<file path="src/rtl/uart_pkg.sv">
// Shared UART definitions: default widths/depths and the receive-entry layout.
// An entry is {frame_err, data}: error bit at position WIDTH, data in WIDTH-1:0.
package uart_pkg;

  localparam int UART_WIDTH    = 8;
  localparam int RX_FIFO_DEPTH = 16;

  typedef struct packed {
    logic                  frame_err;
    logic [UART_WIDTH-1:0] data;
  } rx_entry_t;

  function automatic int entry_width(input int data_width);
    return data_width + 1;
  endfunction

endpackage

</file>
<file path="src/rtl/fifo_mem.sv">
// Register-array FIFO storage: registered write port, asynchronous read port.
// Contents are intentionally not reset; shared by the receive and transmit buffers.
module fifo_mem #(
  parameter int WIDTH = 9,
  parameter int DEPTH = 16
) (
  input  logic                     clk,
  input  logic                     i_we,
  input  logic [$clog2(DEPTH)-1:0] i_waddr,
  input  logic [WIDTH-1:0]         i_wdata,
  input  logic [$clog2(DEPTH)-1:0] i_raddr,
  output logic [WIDTH-1:0]         o_rdata
);

  logic [WIDTH-1:0] r_mem [DEPTH];

  always_ff @(posedge clk) begin
    if (i_we) begin
      r_mem[i_waddr] <= i_wdata;
    end
  end

  assign o_rdata = r_mem[i_raddr];

endmodule

</file>
<file path="src/rtl/rx_fifo.sv">
// UART receive buffer: first-word-fall-through FIFO capturing {frame_err, data}
// from the receiver ready pulse, with level/flag decode and a sticky overrun flag.
module rx_fifo
  import uart_pkg::*;
#(
  parameter int WIDTH       = UART_WIDTH,
  parameter int DEPTH       = RX_FIFO_DEPTH,
  parameter int AFULL_LEVEL = 12
) (
  input  logic                   clk,
  input  logic                   rst_n,
  input  logic [WIDTH-1:0]       wr_data,
  input  logic                   wr_valid,
  input  logic                   wr_error,
  output logic [WIDTH-1:0]       rd_data,
  output logic                   rd_frame_err,
  output logic                   rd_valid,
  input  logic                   rd_ready,
  input  logic                   flush,
  input  logic                   clr_overrun,
  output logic [$clog2(DEPTH):0] level,
  output logic                   full,
  output logic                   empty,
  output logic                   almost_full,
  output logic                   overrun
);

  localparam int AW = $clog2(DEPTH);
  localparam int LW = AW + 1;
  localparam int EW = entry_width(WIDTH);

  logic [AW-1:0] r_wr_ptr;
  logic [AW-1:0] r_rd_ptr;
  logic [LW-1:0] r_level;
  logic          r_overrun;

  logic          w_wf;
  logic          w_rf;
  logic          w_ovr_set;
  logic [EW-1:0] w_wentry;
  logic [EW-1:0] w_rentry;

  // Flags come only from the registered level, never from rd_ready.
  assign full        = (r_level == LW'(DEPTH));
  assign empty       = (r_level == '0);
  assign almost_full = (r_level >= LW'(AFULL_LEVEL));
  assign rd_valid    = ~empty;
  assign level       = r_level;
  assign overrun     = r_overrun;

  assign w_rf      = rd_valid & rd_ready & ~flush;
  assign w_wf      = wr_valid & ~flush & (~full | w_rf);
  assign w_ovr_set = wr_valid & full & ~w_rf & ~flush;

  assign w_wentry     = {wr_error, wr_data};
  assign rd_data      = w_rentry[WIDTH-1:0];
  assign rd_frame_err = w_rentry[WIDTH];

  always_ff @(posedge clk or negedge rst_n) begin
    if (!rst_n) begin
      r_wr_ptr <= '0;
      r_rd_ptr <= '0;
      r_level  <= '0;
    end else if (flush) begin
      r_wr_ptr <= '0;
      r_rd_ptr <= '0;
      r_level  <= '0;
    end else begin
      if (w_wf) begin
        r_wr_ptr <= r_wr_ptr + 1'b1;
      end
      if (w_rf) begin
        r_rd_ptr <= r_rd_ptr + 1'b1;
      end
      if (w_wf && !w_rf) begin
        r_level <= r_level + 1'b1;
      end else if (w_rf && !w_wf) begin
        r_level <= r_level - 1'b1;
      end
    end
  end

  // Set beats clear when both happen in the same cycle.
  always_ff @(posedge clk or negedge rst_n) begin
    if (!rst_n) begin
      r_overrun <= 1'b0;
    end else if (w_ovr_set) begin
      r_overrun <= 1'b1;
    end else if (clr_overrun) begin
      r_overrun <= 1'b0;
    end
  end

  fifo_mem #(
    .WIDTH (EW),
    .DEPTH (DEPTH)
  ) u_mem (
    .clk     (clk),
    .i_we    (w_wf),
    .i_waddr (r_wr_ptr),
    .i_wdata (w_wentry),
    .i_raddr (r_rd_ptr),
    .o_rdata (w_rentry)
  );

endmodule

</file>
<file path="config.mk">
export PLATFORM = sky130hd
export DESIGN_NAME = rx_fifo
export DESIGN_NICKNAME = d
export VERILOG_FILES = /design/src/rtl/uart_pkg.sv /design/src/rtl/fifo_mem.sv /design/src/rtl/rx_fifo.sv
export SDC_FILE = /design/constraint.sdc
export NUM_CORES = 1
export LEC_CHECK = 0
export CORE_MARGIN = 5
export CORE_UTILIZATION = 40
export CTS_CLUSTER_DIAMETER = 200
export DETAILED_ROUTE_END_ITERATION = 7
export GPL_TIMING_DRIVEN = 1
export SETUP_SLACK_MARGIN = 0.4
export SLEW_MARGIN = 10
export SYNTH_ARGS = -nofsm -noshare
export SYNTH_HDL_FRONTEND = slang
export SYNTH_HIERARCHICAL = 1
export SYNTH_SLANG_ARGS = --single-unit
</file>
<file path="constraint.sdc">
create_clock -name clk -period 3.4 [get_ports clk]
set_input_delay 0.51 -clock clk [delete_from_list [all_inputs] [get_ports clk]]
set_output_delay 0.51 -clock clk [all_outputs]
set_load 0.02 [all_outputs]
</file>
# Yosys cells after proc, flatten, opt, wreduce, memory -nomap -nowiden
# Memory sizes are Yosys's and may differ from the RTL's.
# Cells that the tools add are included.
# word_totals
input_bits,15
n_memories,1
ff_bits,14
ramBits,144
wordCells,43
latchBits,0
output_inout_bits,19
romBits,0
# mem_list
name,depth,width,read_ports,rd_ports_with_merged_regs,wr,line_no,source
u_mem.r_mem,16,9,1,0,1,fifo_mem.sv:15,logic [WIDTH-1:0] r_mem [DEPTH];
# classes
eq_ne,1
mul,0
div,0
n_mux,11
n_addsub,4
bitwise,12
n_reduce_logical,9
magnitude_cmp,1
shift,0
# ops
op,count
$mux 4,4
$mux 5,3
$add 4x1->4 const B,2
$and 1x1->1,7
$reduce_bool 2->1,3
$add 5x1->5 const B,1
$eq 5x5->1 const B,1
$ge 5x4->1 const B,1
$logic_not 5->1,1
$sub 5x1->5 const B,1
$mux 1,4
$not 1->1,4
$reduce_bool 3->1,1
$logic_and 1x1->1,2
$logic_not 1->1,2
$or 1x1->1,1

# Longest topological paths before layout
# Gate-level depths: netlist (run 1).
# depth
word_depth,11
mapped_depth,8
mapped_depth_nobuf,8

# Cells and area by module
# The synthesis (run 1) kept the hierarchy.
# by_module_without_submodules
module,area_each_um2,cells_per_inst,instances,seq_area_each_um2
fifo_mem,5600.4,245,1,4324.1
rx_fifo,934.6,88,1,350.3

# Worst setup path before layout (run 1)
# OpenSTA, ideal clock, no wires.
# synth_timing
path_type,flip-flop to flip-flop
start,register r_level[1] (netlist: level[1])
end,register r_level[4] (netlist: level[4])
period_less_slack_ps,2804
slack_ps,596
path_stages_with_launch,9
required_time_ps,3264
path_buffers,0
arrival_time_ps,2668
setup_time_ps,136
cell_sequence,dfrtp_1 or4_4 o21ai_2 o21ai_0 fa_1 a211o_1 o21a_1 o211ai_1 a31oi_1
# synth_between
elab_chain_cells,9
elab_cells_between_ends,18
cone_classes,add/sub: 2; eq/ne: 1; mux: 3; bitwise: 6; reduce/logical: 6
# synth_rtl
item,line_no,source
from (decl),rx_fifo.sv:34,logic [LW-1:0] r_level;
from (signal assigned),rx_fifo.sv:76,r_level <= r_level + 1'b1;
from (signal assigned),rx_fifo.sv:78,r_level <= r_level - 1'b1;
$logic_not 5->1,rx_fifo.sv:45,assign empty = (r_level == '0);
$not 1->1,rx_fifo.sv:47,assign rd_valid = ~empty;
$and 1x1->1 (2 in a row),rx_fifo.sv:51,assign w_rf = rd_valid & rd_ready & ~flush;
$or 1x1->1,rx_fifo.sv:52,assign w_wf = wr_valid & ~flush & (~full | w_rf);
$and 1x1->1,rx_fifo.sv:52,
$logic_and 1x1->1 or $logic_not 1->1 (tied branches),"rx_fifo.sv:75, rx_fifo.sv:77",
$mux 5 or $logic_and 1x1->1 (tied branches),"rx_fifo.sv:75, rx_fifo.sv:77",
$mux 5 or $reduce_bool 3->1 (tied branches),--,
# Parallel ways exist; a longest one is shown, timed or not. The select of a mux whose other input is x is not followed.
# A chain may end at the register's enable or synchronous reset.

# Worst setup path after layout (run 1)
# layout_timing
start,register r_rd_ptr[0]
end,output port rd_data[2]
# layout_between
elab_chain_cells,1
# layout_rtl
item,line_no,source
from (decl),rx_fifo.sv:33,logic [AW-1:0] r_rd_ptr;
from (signal assigned),rx_fifo.sv:73,r_rd_ptr <= r_rd_ptr + 1'b1;
$mem_v2 16x9,--,
to (decl),rx_fifo.sv:15,"output logic [WIDTH-1:0] rd_data,"
# No other way between the ends.

==> results of run 1 <==
==> cells in the mapped netlist, types with 2 or more instances <==
| cell type | instances |
|---|---|
| mux2i_1 | 5 |
| buf_6 | 3 |
| ha_1 | 6 |
| a21oi_1 | 2 |
| and3_1 | 2 |
| mux4_2 | 21 |
| mux4_1 | 15 |
| nand3_1 | 3 |
| nand2b_1 | 9 |
| nand3b_1 | 2 |
| nor2b_1 | 2 |
| buf_2 | 2 |
| inv_1 | 5 |
| a22oi_1 | 18 |
| edfxtp_1 | 144 |
| xor2_1 | 3 |
| xnor2_1 | 2 |
| mux2_1 | 3 |
| dfrtp_1 | 14 |
| nor2_1 | 19 |
| nand2_1 | 15 |
| o211ai_1 | 3 |
| o21ai_0 | 2 |
| clkbuf_1 | 4 |
| nor3_1 | 4 |
==> state kept, by name, indices dropped and copies added, names as in the netlist <==
name         cells
r_rd_ptr         4
overrun          1
r_wr_ptr         4
level            5
u_mem/r_mem    144
==> final cells by class <==
| class | instances | area (µm²) | share of cell area [%] |
|---|---|---|---|
| Multi-Input combinational cell | 156 | 1742 | 22.13 |
| Sequential cell | 158 | 4678 | 59.45 |
| Clock buffer | 18 | 429.2 | 5.454 |
| Inverter | 5 | 18.77 | 0.2385 |
| Timing Repair Buffer | 61 | 559.3 | 7.108 |
| Tap cell | 216 | 270.3 | 3.435 |
| Clock inverter | 13 | 171.4 | 2.178 |
==> placed cells by master, fill, tap and decap left out, types with 3 or more instances in the layout <==
master and n:
mux4_2 21, clkdlybuf4s50_1 24, bufinv_16 4, nand3_1 3
a22oi_1 15, mux2i_1 5, dfrtp_1 13, nor2_1 18
clkinvlp_4 3, nor3_1 4, ha_1 6, edfxtp_1 144
a22oi_2 3, xor2_1 3, inv_1 5, mux4_1 15
o211ai_1 3, dlygate4sd2_1 6, nand2_1 15, clkbuf_16 17
buf_4 24, nand2b_1 9, clkinv_1 4, buf_12 3
mux2_1 3, clkbuf_2 3
==> how the worst max path moves through the flow <==
stage	slack (ps)	from	end	cells past startpoint
after global placement	280	wr_valid	level[4]	9
after detailed placement	210	wr_valid	level[4]	9
after CTS	390	r_rd_ptr[0]	rd_data[7]	6
after global routing	400	r_rd_ptr[0]	rd_data[7]	6
final	480	r_rd_ptr[0]	rd_data[2]	5
after floorplan	600	level[1]	level[4]	8
==> through the flow <==
stage          hold WS, ps  setup WS, ps  instance area, µm²
5_1_grt              533.5         400.3                7869
3_5_place_dp         490.4         213.9                7237
3_3_place_gp         498.9         284.7                7237
6_report             498.8         478.9                7869
4_1_cts              508.7         394.4                7875
2_1_floorplan        214.4         596.4                6535
==> critical path: stages (launching register included) <==
cell	delay, ps
dfrtp_4	480
buf_4	140
mux4_1	530
a22oi_1	290
nand2_1	180
dlygate4sd2_1	360
==> routing by layer <==
layer / wire length [µm] / vias up / track usage (%)
met1: 5874 / 1805 / 20.45
met3: 609 / 17 / 3.470
met4: 257 / 0 / 6.037
li1: - / 1508 / -
met5: 0 / - / 0
met2: 6773 / 89 / 24.70
==> what timing repair did <==
item | 4_1_cts | 5_1_grt
gates cloned | 0 | 0
setup endpoints to repair | 9 | 5
resized for setup | 14 | 8
setup buffers | 4 | 0
==> logic make-up (layout without fill, tap and decap cells) <==
family                     Yosys count  in the layout  synth area share (%)
buffers and inverters               19             97                 2.087
muxes                               44             44                 14.55
xor gates and xnor gates             5              5                0.6702
and+or+nand+nor                     64             64                 5.150
AOI/OAI and AO/OA                   36             36                 4.557
adders and majority gates            7              7                 1.455
DFF                                158            158                 71.53
==> power groups by stage <==
stage	Combinational (mW)	Sequential [mW]	Clock, mW
floorplan	0.804	2.31	0
global placement	1.18	2.33	0
detailed placement	1.20	2.33	0
CTS	1.22	2.28	1.97
global route	1.30	2.29	2.06
finish	1.20	2.28	1.93
==> summary.md, run 1 <==
| Metric | Value |
|---|---|
| Synth area leader | `edfxtp_1` |
| Comb pwr share | `22.2%` |
| Switching fraction of total power | `about a quarter` |
| Post-synth top area share | `66.17%` |
| DRC | `0` |
| Quantity of hold-fixing buffers added after cts | `0` |
| Total die area | `between 15000 and 20000 µm²` |
| Reg2reg setup slack | `about 580 ps` |
| Asr flop ratio synth | `8.861%` |
| Sequential area share after synthesis | `71.53%` |
| Setup Skew | `approximately 6.3 ps` |
| Syn Area/Cell | `19.62 µm²` |
| Power Internal | `4.005 mW` |
| Vias/cell | `5.453` |
| Tightest Pin Transition | `around 680 ps` |
| Starting Density | `40.99%` |
| # diodes | `0` |
| Total power draw | `between 5 and 6 mW` |
| Max-Cap Viols | `0` |
| Fillcell total | `1316` |
| Fin cells | `627` |
| Synth Instances | `roughly 330` |
| First-pass GRT wire length | `20.76 mm` |
| Reg-to-Reg End | `level[4]` |
| Die height | `137.8 µm` |
| I/O Buffers | `33` |
| CTS sink cnt | `158` |
| Mapped Area | `6535 µm²` |
| Clock transition at path regs | `60 ps` |
| Pleak | `2.659 nW` |
| Worst Min Path Start | `overrun` |
| Net Count, Synth | `between 300 and 400` |
| Worst min-delay path category | `reg2reg` |
| Final min period | `slightly below 3000 ps` |
| Final setup violation count | `0` |
| Crit path kind | `reg2out` |
| Max_slew headroom | `a little over half` |
| Die Wd | `~140 µm` |
| Startpoint types | `flip-flop` |
| Largest net degree at the start of global routing | `38` |
| Fin crit share | `85.92%` |
| TNS Setup | `0 ps` |
| FMAX | `342.3 MHz` |
| DRT antenna net count | `0` |
| Gr ovfl total | `0` |
| Sequential power share | `42.1%` |
| Endpoints failing hold | `0` |
| Number of synthesized flops with an enable pin | `144` |
| Drt pass-1 iters | `6` |
| Final GP Congestion | `0.7573` |
| Hold EP | `overrun` |
| Max clock buf depth | `2` |
| CTS tree | `done` |
| Final HPWL DP | `8.330 mm` |
| NetSw | `1.411 mW` |
| Routed WL | `13.52 mm` |
| Synth cell types | `50` |
| Core area | `approximately 16000 µm²` |
| Util after Layout | `about 49%` |
| # placed instances | `592` |
| Unrepaired setup endpoints after global routing | `false` |
| Worst reg2reg path depth | `8` |
| Final Slew Violations | `0` |
| Outcome | `finished clean` |
| Initial antenna violation count | `0` |
| P per Cell Area | `approximately 700 nW/µm²` |
| Share of cells above drive strength 1 | `21.90%` |
| Clock power frac | `35.7%` |
| CTS root buffer | `clkbuf_16` |
| Cts bufs inserted | `17` |
| Vias in the first global route | `3576` |
| Largest cells by area after synthesis | `edfxtp_1 66%, mux4_2 7.2%, mux4_1 6.0%, dfrtp_1 5.4%, a22oi_1 2.1%` |
| Synthesis-to-layout area growth | `20.41%` |
| Row cnt | `46` |
| Final Net Count | `421` |
| Post-DR wirelength/cell | `21.56 µm` |
| Arrival time worst endpoint | `2410 ps` |
| Htree depth | `4` |
| FF-to-FF Start | `level[1]` |
| DR vias | `approximately 3400` |
| Post-synth top flop | `edfxtp_1` |
| Seq cells post-synth | `roughly 160` |
| Peak supply drop | `approximately 0.38 mV` |
| Worst Path Max Fanout | `5` |
| Yosys Warn Count | `6` |
| Total GRT Usage | `15.38%` |
| Iteration-0 DRC Markers | `176` |
| CP Data Required Time | `2890 ps` |
| WHS Path Cells | `2` |
| Critical path capture point type | `output port` |
| I/O pin count | `34` |
| Clock latency on the worst-skew pair | `420 ps` |
Power figures use the tool's default switching activity.
==> run 2, diff against run 1 <==
- clock period: 3.4 -> 3.2 ns (I/O delays scaled with it)
==> summary.md, run 2 (synthesis results as in run 1) <==
| Metric | Value |
|---|---|
| Biggest register | `u_mem/r_mem` |
| # diodes | `0` |
| Endpoints failing hold | `0` |
| Worst Path Max Fanout | `13` |
| CTS root buffer | `clkbuf_16` |
| Setup Skew | `around 11 ps` |
| CTS tree | `done` |
| Startpoint types | `flip-flop` |
| Fillcell total | `1306` |
| DRT antenna net count | `0` |
| Worst min-delay path category | `in2async` |
| Gr ovfl total | `0` |
| First-pass GRT wire length | `20.43 mm` |
| Outcome | `finished clean` |
| Crit path kind | `reg2out` |
| Total GRT Usage | `15.02%` |
| Largest net degree at the start of global routing | `40` |
| DR vias | `3416` |
| Final min period | `roughly 2800 ps` |
| Most frequent cells in the layout | `144 x edfxtp_1, 35 x buf_4, 24 x clkdlybuf4s50_1` |
| P per Cell Area | `717.4 nW/µm²` |
| Pleak | `2.705 nW` |
| Core area | `15940 µm²` |
| Clock transition at path regs | `approximately 60 ps` |
| Share of cells above drive strength 1 | `26.18%` |
| Worst reg2reg path depth | `8` |
| Max clock buf depth | `2` |
| Starting Density | `40.99%` |
| CP Data Required Time | `2720 ps` |
| Max_slew headroom | `between 50% and 60%` |
| I/O Buffers | `33` |
| Util after Layout | `49.97%` |
| DRC | `0` |
| Register area | `4677 µm²` |
| Arrival time worst endpoint | `2290 ps` |
| Drt pass-1 iters | `4` |
| Reg2reg setup slack | `480 ps` |
| Peak supply drop | `0.4330 mV` |
| Quantity of hold-fixing buffers added after cts | `0` |
| Synthesis-to-layout area growth | `21.90%` |
| Final Net Count | `434` |
| I/O pin count | `34` |
| Iteration-0 DRC Markers | `about 160` |
| Max-Cap Viols | `0` |
| Final setup violation count | `0` |
| Vias in the first global route | `3530` |
| Routed WL | `about 13 mm` |
| Die Wd | `137.8 µm` |
| Unrepaired setup endpoints after global routing | `true` |
| Commonest non-fill, non-tap cell in the layout | `edfxtp_1` |
| Critical path capture point type | `output port` |
| Post-DR wirelength/cell | `20.75 µm` |
| Fin crit share | `86.48%` |
| Htree depth | `4` |
| FMAX | `361.3 MHz` |
| CTS sink cnt | `158` |
| Total die area | `about 19000 µm²` |
| Die height | `137.8 µm` |
| Cts bufs inserted | `17` |
| Initial antenna violation count | `0` |
| Number of flip-flops in the largest register | `144` |
| Row cnt | `46` |
| Reg-to-Reg End | `level[4]` |
| FF-to-FF Start | `level[1]` |
| TNS Setup | `0 ps` |
| Final Slew Violations | `0` |
| Final GP Congestion | `0.7482` |
| Clock latency on the worst-skew pair | `420 ps` |
| Total power draw | `5.715 mW` |
| Vias/cell | `5.338` |
| Tightest Pin Transition | `697.7 ps` |
| Area of the multi-input gates | `1777 µm²` |
| Final HPWL DP | `8.133 mm` |
==> run 2: cell count changes in the layout (fill, tap and decap cells not counted), sizes merged, moves of 2 or more <==
| cell | before | now |
|---|---|---|
| buf | 28 | 42 |
| bufinv | 4 | 2 |
| clkbuf | 21 | 25 |
| clkdlybuf4s15 | 0 | 3 |
| clkinv | 5 | 8 |
| clkinvlp | 3 | 1 |
| dlygate4sd2 | 6 | 0 |
==> run 2: final cells by class <==
cell class              instances  share of cell area (%)
clock buffers                  20                   5.481
multi-input cells             156                   22.30
flip-flops and latches        158                   58.71
repair buffers                 74                   8.623
clock inverters                11                   1.256
inverters                       5                  0.2356
well taps                     216                   3.392
==> run 2: per-layer routing <==
| layer | share of wire [%] | wire [µm] | global-route usage [%] |
|---|---|---|---|
| met1 | 45 | 5971 | 20.46 |
| met2 | 50 | 6584 | 23.45 |
| met3 | 3.8 | 503 | 3.433 |
| met4 | 1.6 | 219 | 6.092 |
| met5 | 0 | 0 | 0 |
==> run 2: how the worst max path moves through the flow <==
stage                start                 to  slack, ps
2_1_floorplan     level[0]  u_mem/r_mem[0][0]        460
4_1_cts        r_rd_ptr[0]         rd_data[1]        350
6_report       r_rd_ptr[0]         rd_data[7]        430
3_5_place_dp      wr_valid           level[4]        260
5_1_grt           level[1]           level[4]        360
3_3_place_gp      rd_ready           level[4]        370
==> run 2: repair_timing <==
action / in CTS / in global routing
setup endpoints to repair: 10 / 12
gates resized for setup: 24 / 18
buffers inserted: 2 / 11
pin swaps: 1 / 2
gates cloned: 1 / 0
==> run 2: power breakdown <==
| group | switching [mW] | internal (mW) | leakage [nW] |
|---|---|---|---|
| logic | 0.681 | 0.767 | 0.965 |
| registers | 0.0956 | 2.32 | 1.48 |
| clock network | 0.734 | 1.12 | 0.259 |
| total | 1.51 | 4.20 | 2.71 |
==> run 2: stage by stage <==
step,worst slack (ps),hold slack (ps),cell area (µm²),instances
2_1_floorplan,462.6,184.4,6535,333
3_3_place_gp,370.8,490.2,7247,595
3_5_place_dp,256.8,478.2,7247,595
4_1_cts,347.3,485.7,7875,629
5_1_grt,355.6,534.7,7966,640
6_report,432.5,469.1,7966,640
==> run 2: worst max-delay path: stages, from the launching register on <==
cell and delay, ps:
dfrtp_2 450, buf_12 180, buf_4 120, mux4_2 490, a22oi_1 200, nand2_1 140, clkdlybuf4s15_2 280
==> run 3, diff against run 2 <==
- CAP_MARGIN: unset -> 20
- CORE_MARGIN: 5 -> unset
- clock period: 3.2 -> 2.4 ns (I/O delays scaled with it)
==> summary.md, run 3 (synthesis results as in run 1) <==
| Metric | Value |
|---|---|
| CP Data Required Time | `2040 ps` |
| Register area | `4681 µm²` |
| Clock latency on the worst-skew pair | `430 ps` |
| Initial antenna violation count | `0` |
| DRT antenna net count | `0` |
| Routed WL | `15.62 mm` |
| Final GP Congestion | `~0.75` |
| Pleak | `3.244 nW` |
| Max-Cap Viols | `0` |
| Worst Path Max Fanout | `5` |
| FF-to-FF Start | `level[1]` |
| Setup Skew | `14.06 ps` |
| Quantity of hold-fixing buffers added after cts | `0` |
| CTS root buffer | `clkbuf_16` |
| Cts bufs inserted | `17` |
| Most frequent cells in the layout | `144 x edfxtp_1, 42 x buf_6, 38 x buf_4` |
| Row cnt | `46` |
| Area of the multi-input gates | `2031 µm²` |
| DRC | `0` |
| Arrival time worst endpoint | `2190 ps` |
| P per Cell Area | `925.3 nW/µm²` |
| Post-DR wirelength/cell | `22.25 µm` |
| Synthesis-to-layout area growth | `42.43%` |
| Core area | `~16000 µm²` |
| Tightest Pin Transition | `715.6 ps` |
| Fin cells | `between 700 and 800` |
| DP Area | `7829 µm²` |
| Final min period | `2551 ps` |
| Fin crit share | `106.3%` |
| Max clock buf depth | `2` |
| Die Wd | `129.8 µm` |
| Largest net degree at the start of global routing | `28` |
| Final Slew Violations | `0` |
| Drt pass-1 iters | `4` |
| Hold WS | `between 300 and 400 ps` |
| Startpoint types | `flip-flop` |
| Design Area, Final | `9308 µm²` |
| CP startpoint | `r_rd_ptr[0]` |
| Endpoints failing hold | `0` |
| Iteration-0 DRC Markers | `344` |
| Commonest non-fill, non-tap cell in the layout | `edfxtp_1` |
| Clock transition at path regs | `60 ps` |
| Gr ovfl total | `0` |
| CTS sink cnt | `158` |
| Dpl ws | `-250.4 ps` |
| First-pass GRT wire length | `approximately 23 mm` |
| I/O pin count | `34` |
| Fillcell total | `1169` |
| Worst min-delay path category | `in2async` |
| Failing checks | `setup timing` |
| Max_slew headroom | `a little over half` |
| Die height | `129.8 µm` |
| CTS tree | `done` |
| Biggest register | `u_mem/r_mem` |
| Vias in the first global route | `3885` |
| Crit path kind | `reg2out` |
| FMAX | `392.0 MHz` |
| Starting Density | `40.99%` |
| Final setup violation count | `19` |
| I/O Buffers | `33` |
| Critical path capture point type | `output port` |
| Peak supply drop | `0.6013 mV` |
| Vias/cell | `5.306` |
| Total die area | `~17000 µm²` |
| Share of cells above drive strength 1 | `49.38%` |
| Outcome | `complete, but fails checks` |
| Unrepaired setup endpoints after global routing | `true` |
| # placed instances | `624` |
| Number of flip-flops in the largest register | `144` |
| Final HPWL DP | `8.725 mm` |
| PnR worst setup slack | `-151.1 ps` |
| # diodes | `0` |
| Htree depth | `4` |
| Total GRT Usage | `19.75%` |
| DR vias | `between 3000 and 4000` |
| Final Net Count | `about 500` |
-- run 3: layer usage --
layer	vias to the layer above	global-route usage, %	part of all wire [%]
met5	-	0	0
met4	0	6.977	1.8
met3	19	4.674	5.2
met2	107	31.77	50
met1	1951	26.38	43
li1	1648	-	-
-- run 3: critical path, cell delays in order, from the launching register on --
cell     delay [ps]
dfrtp_2         460
buf_6           170
buf_16          130
buf_6            90
mux4_2          500
a22oi_2         160
nand2_1         100
buf_6           140
-- run 3: worst paths after layout --
| check | end | slack [ps] | cells after the start |
|---|---|---|---|
| worst min-delay path | r_rd_ptr[2] | 360 | 1 |
| min in group clk | overrun | 510 | 2 |
| max in group asynchronous | level[2] | 1540 | 1 |
| worst min register to register | overrun | 510 | 2 |
| worst max-delay path | rd_data[6] | -150 | 7 |
| worst max register to register | u_mem/r_mem[2][3] | -90 | 12 |
-- run 3: area by class of cell --
class                           instances  area share, %
Clock inverter                         11          1.532
Timing Repair Buffer                  137          18.60
Multi-Input combinational cell        156          21.82
Clock buffer                           19          4.651
Sequential cell                       158          50.29
Tap cell                              216          2.904
Inverter                                5         0.2016
-- run 3: per-stage QoR --
stage	utilization [%]	total power, mW	TNS [ps]
2_1_floorplan	-	4.468	-152.2
3_3_place_gp	49.11	5.205	-8812
3_5_place_dp	49.11	5.221	-16310
4_1_cts	57.28	8.520	-2359
5_1_grt	58.38	8.933	-4686
6_report	58.38	8.612	-1559
-- run 3: report_power, final --
part           leakage (nW)  switching [mW]  total (mW)  internal, mW
combinational          1.50            1.22        2.79          1.57
sequential             1.48          0.0772        3.17          3.09
clock                 0.271            1.03        2.65          1.62
-- run 3: what timing repair did --
action                                  4_1_cts  5_1_grt
pin swaps                                    23       10
resized for setup                           152       21
endpoints found under the setup margin      162      165
cloned                                        9        1
buffers inserted                             29        9
